[src/rtl/rip_trap_ctrl.sv]
// Machine-mode trap, CSR and core-mode controller for the rip core.
// Owns the CSR set and core mode; sequences flush, stall and PC redirect around EX.

package rip_type;

  typedef enum logic [1:0] {
    FINISHED = 2'd0,
    RUNNING  = 2'd1,
    EXITPROC = 2'd2
  } core_mode_t;

  typedef struct packed {
    logic ECALL;
    logic EBREAK;
    logic MRET;
    logic EXT;
    logic EXTX;
    logic CSRRW;
    logic CSRRS;
    logic CSRRC;
    logic CSRRWI;
    logic CSRRSI;
    logic CSRRCI;
  } inst_t;

  typedef struct packed {
    logic [31:0] mstatus;
    logic [31:0] mtvec;
    logic [31:0] mepc;
    logic [31:0] mcause;
    logic [31:0] cycle;
  } csr_t;

endpackage

module rip_trap_ctrl
  import rip_type::*;
#(
  parameter logic [31:0] RESET_PC    = 32'h0000_0000,
  parameter logic [31:0] MTVEC_RESET = 32'h0000_0100
) (
  input  logic        clk,
  input  logic        rst,
  input  logic        start,
  input  logic        ex_valid,
  input  logic [31:0] ex_pc,
  input  inst_t       ex_inst,
  input  logic        ex_illegal,
  input  logic [11:0] csr_addr,
  input  logic [31:0] csr_wsrc,
  output logic [31:0] csr_rdata,
  input  logic        pipe_empty,
  output logic        stall,
  output logic        flush,
  output logic        redirect,
  output logic [31:0] redirect_pc,
  output core_mode_t  mode,
  output logic        done,
  output csr_t        csr
);

  typedef enum logic [2:0] {
    S_FIN,
    S_RUN,
    S_TRAP,
    S_REDIR,
    S_DRAIN
  } state_t;

  state_t      state, next_state;
  csr_t        csr_q, csr_d;
  logic [31:0] target_q, target_d;
  logic        stall_d, flush_d, redirect_d, done_d;
  logic [31:0] redirect_pc_d;

  logic        is_trap, is_rw, is_rs, is_rc, csr_wen;
  logic [31:0] csr_wval;

  assign csr = csr_q;

  always_comb begin
    csr_rdata = '0;
    case (csr_addr)
      12'h300: csr_rdata = csr_q.mstatus;
      12'h305: csr_rdata = csr_q.mtvec;
      12'h341: csr_rdata = csr_q.mepc;
      12'h342: csr_rdata = csr_q.mcause;
      12'hC00: csr_rdata = csr_q.cycle;
      default: csr_rdata = '0;
    endcase
  end

  always_comb begin
    case (state)
      S_FIN:   mode = FINISHED;
      S_DRAIN: mode = EXITPROC;
      default: mode = RUNNING;
    endcase
  end

  // Set/clear forms with a zero source must not write, so side effects stay tied to real writes.
  always_comb begin
    is_trap  = ex_illegal | ex_inst.ECALL | ex_inst.EBREAK;
    is_rw    = ex_inst.CSRRW | ex_inst.CSRRWI;
    is_rs    = ex_inst.CSRRS | ex_inst.CSRRSI;
    is_rc    = ex_inst.CSRRC | ex_inst.CSRRCI;
    csr_wen  = is_rw | ((is_rs | is_rc) & (csr_wsrc != 32'd0));
    csr_wval = is_rw ? csr_wsrc
             : is_rs ? (csr_rdata | csr_wsrc)
             :         (csr_rdata & ~csr_wsrc);
  end

  always_comb begin
    next_state = state;
    csr_d      = csr_q;
    target_d   = target_q;
    done_d     = 1'b0;

    if (state != S_FIN) csr_d.cycle = csr_q.cycle + 32'd1;

    case (state)
      S_FIN: begin
        if (start) begin
          csr_d.cycle = '0;
          target_d    = RESET_PC;
          next_state  = S_REDIR;
        end
      end
      S_RUN: begin
        if (ex_valid) begin
          if (is_trap) begin
            csr_d.mepc          = ex_pc;
            csr_d.mcause        = ex_illegal ? 32'd2 : ex_inst.ECALL ? 32'd11 : 32'd3;
            csr_d.mstatus[7]    = csr_q.mstatus[3];
            csr_d.mstatus[3]    = 1'b0;
            csr_d.mstatus[12:11] = 2'b11;
            target_d            = {csr_q.mtvec[31:2], 2'b00};
            next_state          = S_TRAP;
          end else if (ex_inst.MRET) begin
            csr_d.mstatus[3] = csr_q.mstatus[7];
            csr_d.mstatus[7] = 1'b1;
            target_d         = csr_q.mepc;
            next_state       = S_TRAP;
          end else if (ex_inst.EXT | ex_inst.EXTX) begin
            next_state = S_DRAIN;
          end else if (csr_wen) begin
            case (csr_addr)
              12'h300: csr_d.mstatus = csr_wval;
              12'h305: csr_d.mtvec   = csr_wval;
              12'h341: csr_d.mepc    = {csr_wval[31:2], 2'b00};
              12'h342: csr_d.mcause  = csr_wval;
              default: ;
            endcase
          end
        end
      end
      S_TRAP:  next_state = S_REDIR;
      S_REDIR: next_state = S_RUN;
      S_DRAIN: begin
        if (pipe_empty) begin
          next_state = S_FIN;
          done_d     = 1'b1;
        end
      end
      default: next_state = S_FIN;
    endcase

    // Control outputs are registered from the state being entered, so they line up with it.
    stall_d       = (next_state != S_RUN);
    flush_d       = (next_state == S_TRAP);
    redirect_d    = (next_state == S_REDIR);
    redirect_pc_d = redirect_d ? target_d : 32'd0;
  end

  always_ff @(posedge clk) begin
    if (rst) begin
      state       <= S_FIN;
      csr_q       <= '{mstatus: '0, mtvec: MTVEC_RESET, mepc: '0, mcause: '0, cycle: '0};
      target_q    <= '0;
      stall       <= 1'b0;
      flush       <= 1'b0;
      redirect    <= 1'b0;
      redirect_pc <= '0;
      done        <= 1'b0;
    end else begin
      state       <= next_state;
      csr_q       <= csr_d;
      target_q    <= target_d;
      stall       <= stall_d;
      flush       <= flush_d;
      redirect    <= redirect_d;
      redirect_pc <= redirect_pc_d;
      done        <= done_d;
    end
  end

endmodule

[config.mk]
export PLATFORM = sky130hd
export DESIGN_NAME = rip_trap_ctrl
export DESIGN_NICKNAME = d
export VERILOG_FILES = /design/src/rtl/rip_trap_ctrl.sv
export SDC_FILE = /design/constraint.sdc
export NUM_CORES = 1
export LEC_CHECK = 0
export CAP_MARGIN = 10
export CELL_PAD_IN_SITES_DETAIL_PLACEMENT = 1
export CELL_PAD_IN_SITES_GLOBAL_PLACEMENT = 2
export CORE_MARGIN = 2
export CORE_UTILIZATION = 27
export DETAILED_ROUTE_END_ITERATION = 10
export PLACE_DENSITY_LB_ADDON = 0.1
export SLEW_MARGIN = 25
export SYNTH_ARGS = -nofsm -noshare
export SYNTH_HDL_FRONTEND = slang
export SYNTH_SLANG_ARGS = --single-unit
[constraint.sdc]
create_clock -name clk -period 4.41 [get_ports clk]
set_input_delay 1.323 -clock clk [delete_from_list [all_inputs] [get_ports clk]]
set_output_delay 1.323 -clock clk [all_outputs]
set_load 0.02 [all_outputs]
==> impl_results.md <==
* Worst slew margin at 0.382
* Layout cells sized above 1 at 0.182
* Synth Instances at 1452
* Clock Pin Slew Worst Setup and Hold Paths at 60 ps
* EDFF count, synth at 0
* Critical path class: input pin to primary output
* Most frequent cell after synthesis: dfxtp_1
* Initial Util at 0.274
* Top cell type's share of synthesized area at 0.400
* Num CTS Buffers at 29
* Grt ovf at 0
* Hold/Removal Path Class: flop to flop
* Largest cells by area after synthesis: dfxtp_1 40%, nor2_1 7.0%, nand2_1 5.7%, a21oi_1 5.6%, clkbuf_1 3.0%
* Worst Path Max Fanout at 7
* Sequential area share after synthesis at 0.400
* Synth Flop Type: dfxtp_1
* Worst-case clock buffer depth at 3
* Final core occ at 0.420
* FMAX at 0.224 GHz
* Final hold slack at 478 ps
* Slowest Stage Delay on Critical Path at 630 ps
* Critical path capture point: csr_rdata[13]
* Die H at 211 µm
* # DRC at 0
* GR Util All Layers at 0.286
* VDD IR max at 0.267 mV
* Post-synth top cells: 231 x dfxtp_1, 215 x nor2_1, 175 x nand2_1
* R2R Setup Slk at 1620 ps
* Post-CTS Hold Buffers at 0
* CP Capture Type: primary output
* Area grow syn2layout at 53.1%
* Die X at 211 µm
* Clk_lat worst skew at 590 ps
* Site row count at 75
* Max Slew Vio Count at 0
* Root buf cell: clkbuf_16
* Number of H-tree levels at 1
* Slew @ Worst Pin at 927 ps
* Critical Path AT at 3140 ps
* Min Tclk post-route at 4470 ps
* Critical path's most frequent cell: buf_6
* Synth Cell Area at 11600 µm²
* Ys async rst share at 0
* Final HPWL DP at 49100 µm
* Remaining antenna violation count at 0
* PD cells at 309 nW/µm²
* Die area at 44500 µm²
* Slowest CP cell: or4_4
* Clk_skew at 19.5 ps
* RR Startpoint: state[2]
* Failing checks: negative setup slack
* Drt total wl at 65100 µm
* Routed len/inst at 27.1 µm
* Mapped Nets at 1546
* Area of the core at 42100 µm²
* Vias in the first global route at 13.5k
* Antenna diode count at 0
* Crit path cell chain: buf_6 -> or4_4 -> buf_12 -> buf_16 -> a211o_1 -> a21oi_2 -> buf_4 -> or2_4 -> buf_6
* Buffers on Ports at 322
* RSZ-0062 raised after global routing: true
* Fill cell count at 4855
* # setup viols final at 9
* Initial antenna violation count at 2
* Synth warn at 0
* DR pass1 iterations at 5
* Nets at 1938
* Crit Reg-Reg Endpoint: csr[30]
* Setup ws final at -57.1 ps
* Vias/cell at 5.54
* Max_cap viols at 0
* Distinct cells, synth at 79
* CP startpoint kind: input pin
* Data required time at the worst endpoint at 3090 ps
* Final period utilization at 1.01
* CP startpoint: csr_addr[4]
* Worst R2R Path Depth at 6
* Pin count of the biggest net entering global routing at 82
* Pre-CTS setup slack at -868 ps
* Leak Pwr at 6.20 nW
* Drt initial violations at 1051
* Clk sinks at 231
* Top cell type by total area after synthesis: dfxtp_1
* GPL Wtd Cong at 0.928
* First-pass GRT wire length at 93900 µm
* Vias at 13.3k
* Top Ports at 323
* Status: finished with violations
* Seq cells post-synth at 231
* Final Hold Fails at 0
* CTS tree: done
* Syn Area/Cell at 7.96 µm²
## stage by stage
step / cells / area (µm²) / setup TNS, ps / total power [mW]
2_1_floorplan: 1452 / 11600 / 0 / 2.58
3_3_place_gp: 2339 / 16300 / -24160 / 3.00
3_5_place_dp: 2339 / 16300 / -24880 / 3.01
4_1_cts: 2402 / 17600 / -395 / 5.53
5_1_grt: 2406 / 17700 / -538 / 5.66
6_report: 2406 / 17700 / -286 / 5.47
## what timing repair did
item                       CTS  global route
setup endpoints to repair   32            30
pin swaps                   32            27
gates resized for setup    224            44
cloned                       3             2
setup buffers                8             3
## cell families after synthesis
logic type / Yosys count / share of synthesized area
flip-flops: 231 / 0.400
adder cells (fa/ha/maj): 1 / 0.00108
multiplexers: 20 / 0.0174
AND/OR/NAND/NOR: 649 / 0.274
AO/OA/AOI/OAI: 409 / 0.253
buffers and inverters: 137 / 0.0503
XOR/XNOR: 5 / 0.00379
## flip-flops by register name, summed over array words and instances, names as in the netlist
name / count
csr: 160
redirect_pc: 32
target_q: 32
state: 3
done: 1
flush: 1
redirect: 1
stall: 1
## power breakdown
group	switching, mW	leakage, nW	internal, mW
combinational	0.481	3.84	0.310
clock	1.01	0.491	1.48
sequential	0.0548	1.87	2.14
total	1.55	6.20	3.92
## critical path, delay by kind of cell
kind / cells / cell delay [ps]
and+or+nand+nor: 2 / 760
buffers and inverters: 5 / 670
AOI/OAI and AO/OA: 2 / 390
## area by class of cell
type	instances	area, µm²	area share
multi-input combinational	1084	6620	0.374
timing repair buffer	486	4750	0.268
sequential	231	4620	0.261
clock buffer	44	872	0.0493
tap	539	674	0.0381
clock inverter	10	118	0.00665
inverter	12	45.0	0.00255
## worst min-delay path by stage
stage	slack, ps	end	cells past startpoint	from
4_1_cts	480	target_q[4]	2	target_q[4]
2_1_floorplan	450	redirect_pc[10]	2	target_q[10]
5_1_grt	510	redirect_pc[16]	2	target_q[16]
3_5_place_dp	470	target_q[4]	2	target_q[4]
6_report	480	target_q[15]	2	target_q[15]
3_3_place_gp	460	target_q[26]	2	target_q[26]
## placed cells by master (no fill, tap or decap), types with 26 or more instances in the layout
cell type / n
buf_6: 32
o221ai_1: 30
nand2_1: 174
nand2b_1: 44
dfxtp_1: 231
nand3b_1: 45
o22ai_1: 29
nor2_1: 214
a22o_1: 26
clkbuf_16: 31
nand3_1: 44
a311oi_1: 33
buf_4: 134
a21oi_1: 110
clkdlybuf4s50_1: 277
## metal layers
| metal | vias up | GRT usage | wire length (µm) |
|---|---|---|---|
| li1 | 6057 | - | - |
| met1 | 6689 | 0.413 | 30200 |
| met2 | 496 | 0.440 | 28400 |
| met3 | 78 | 0.0482 | 4780 |
| met4 | 4 | 0.0767 | 1700 |
| met5 | - | 0 | 18 |
(Power assumes the default switching activity.)
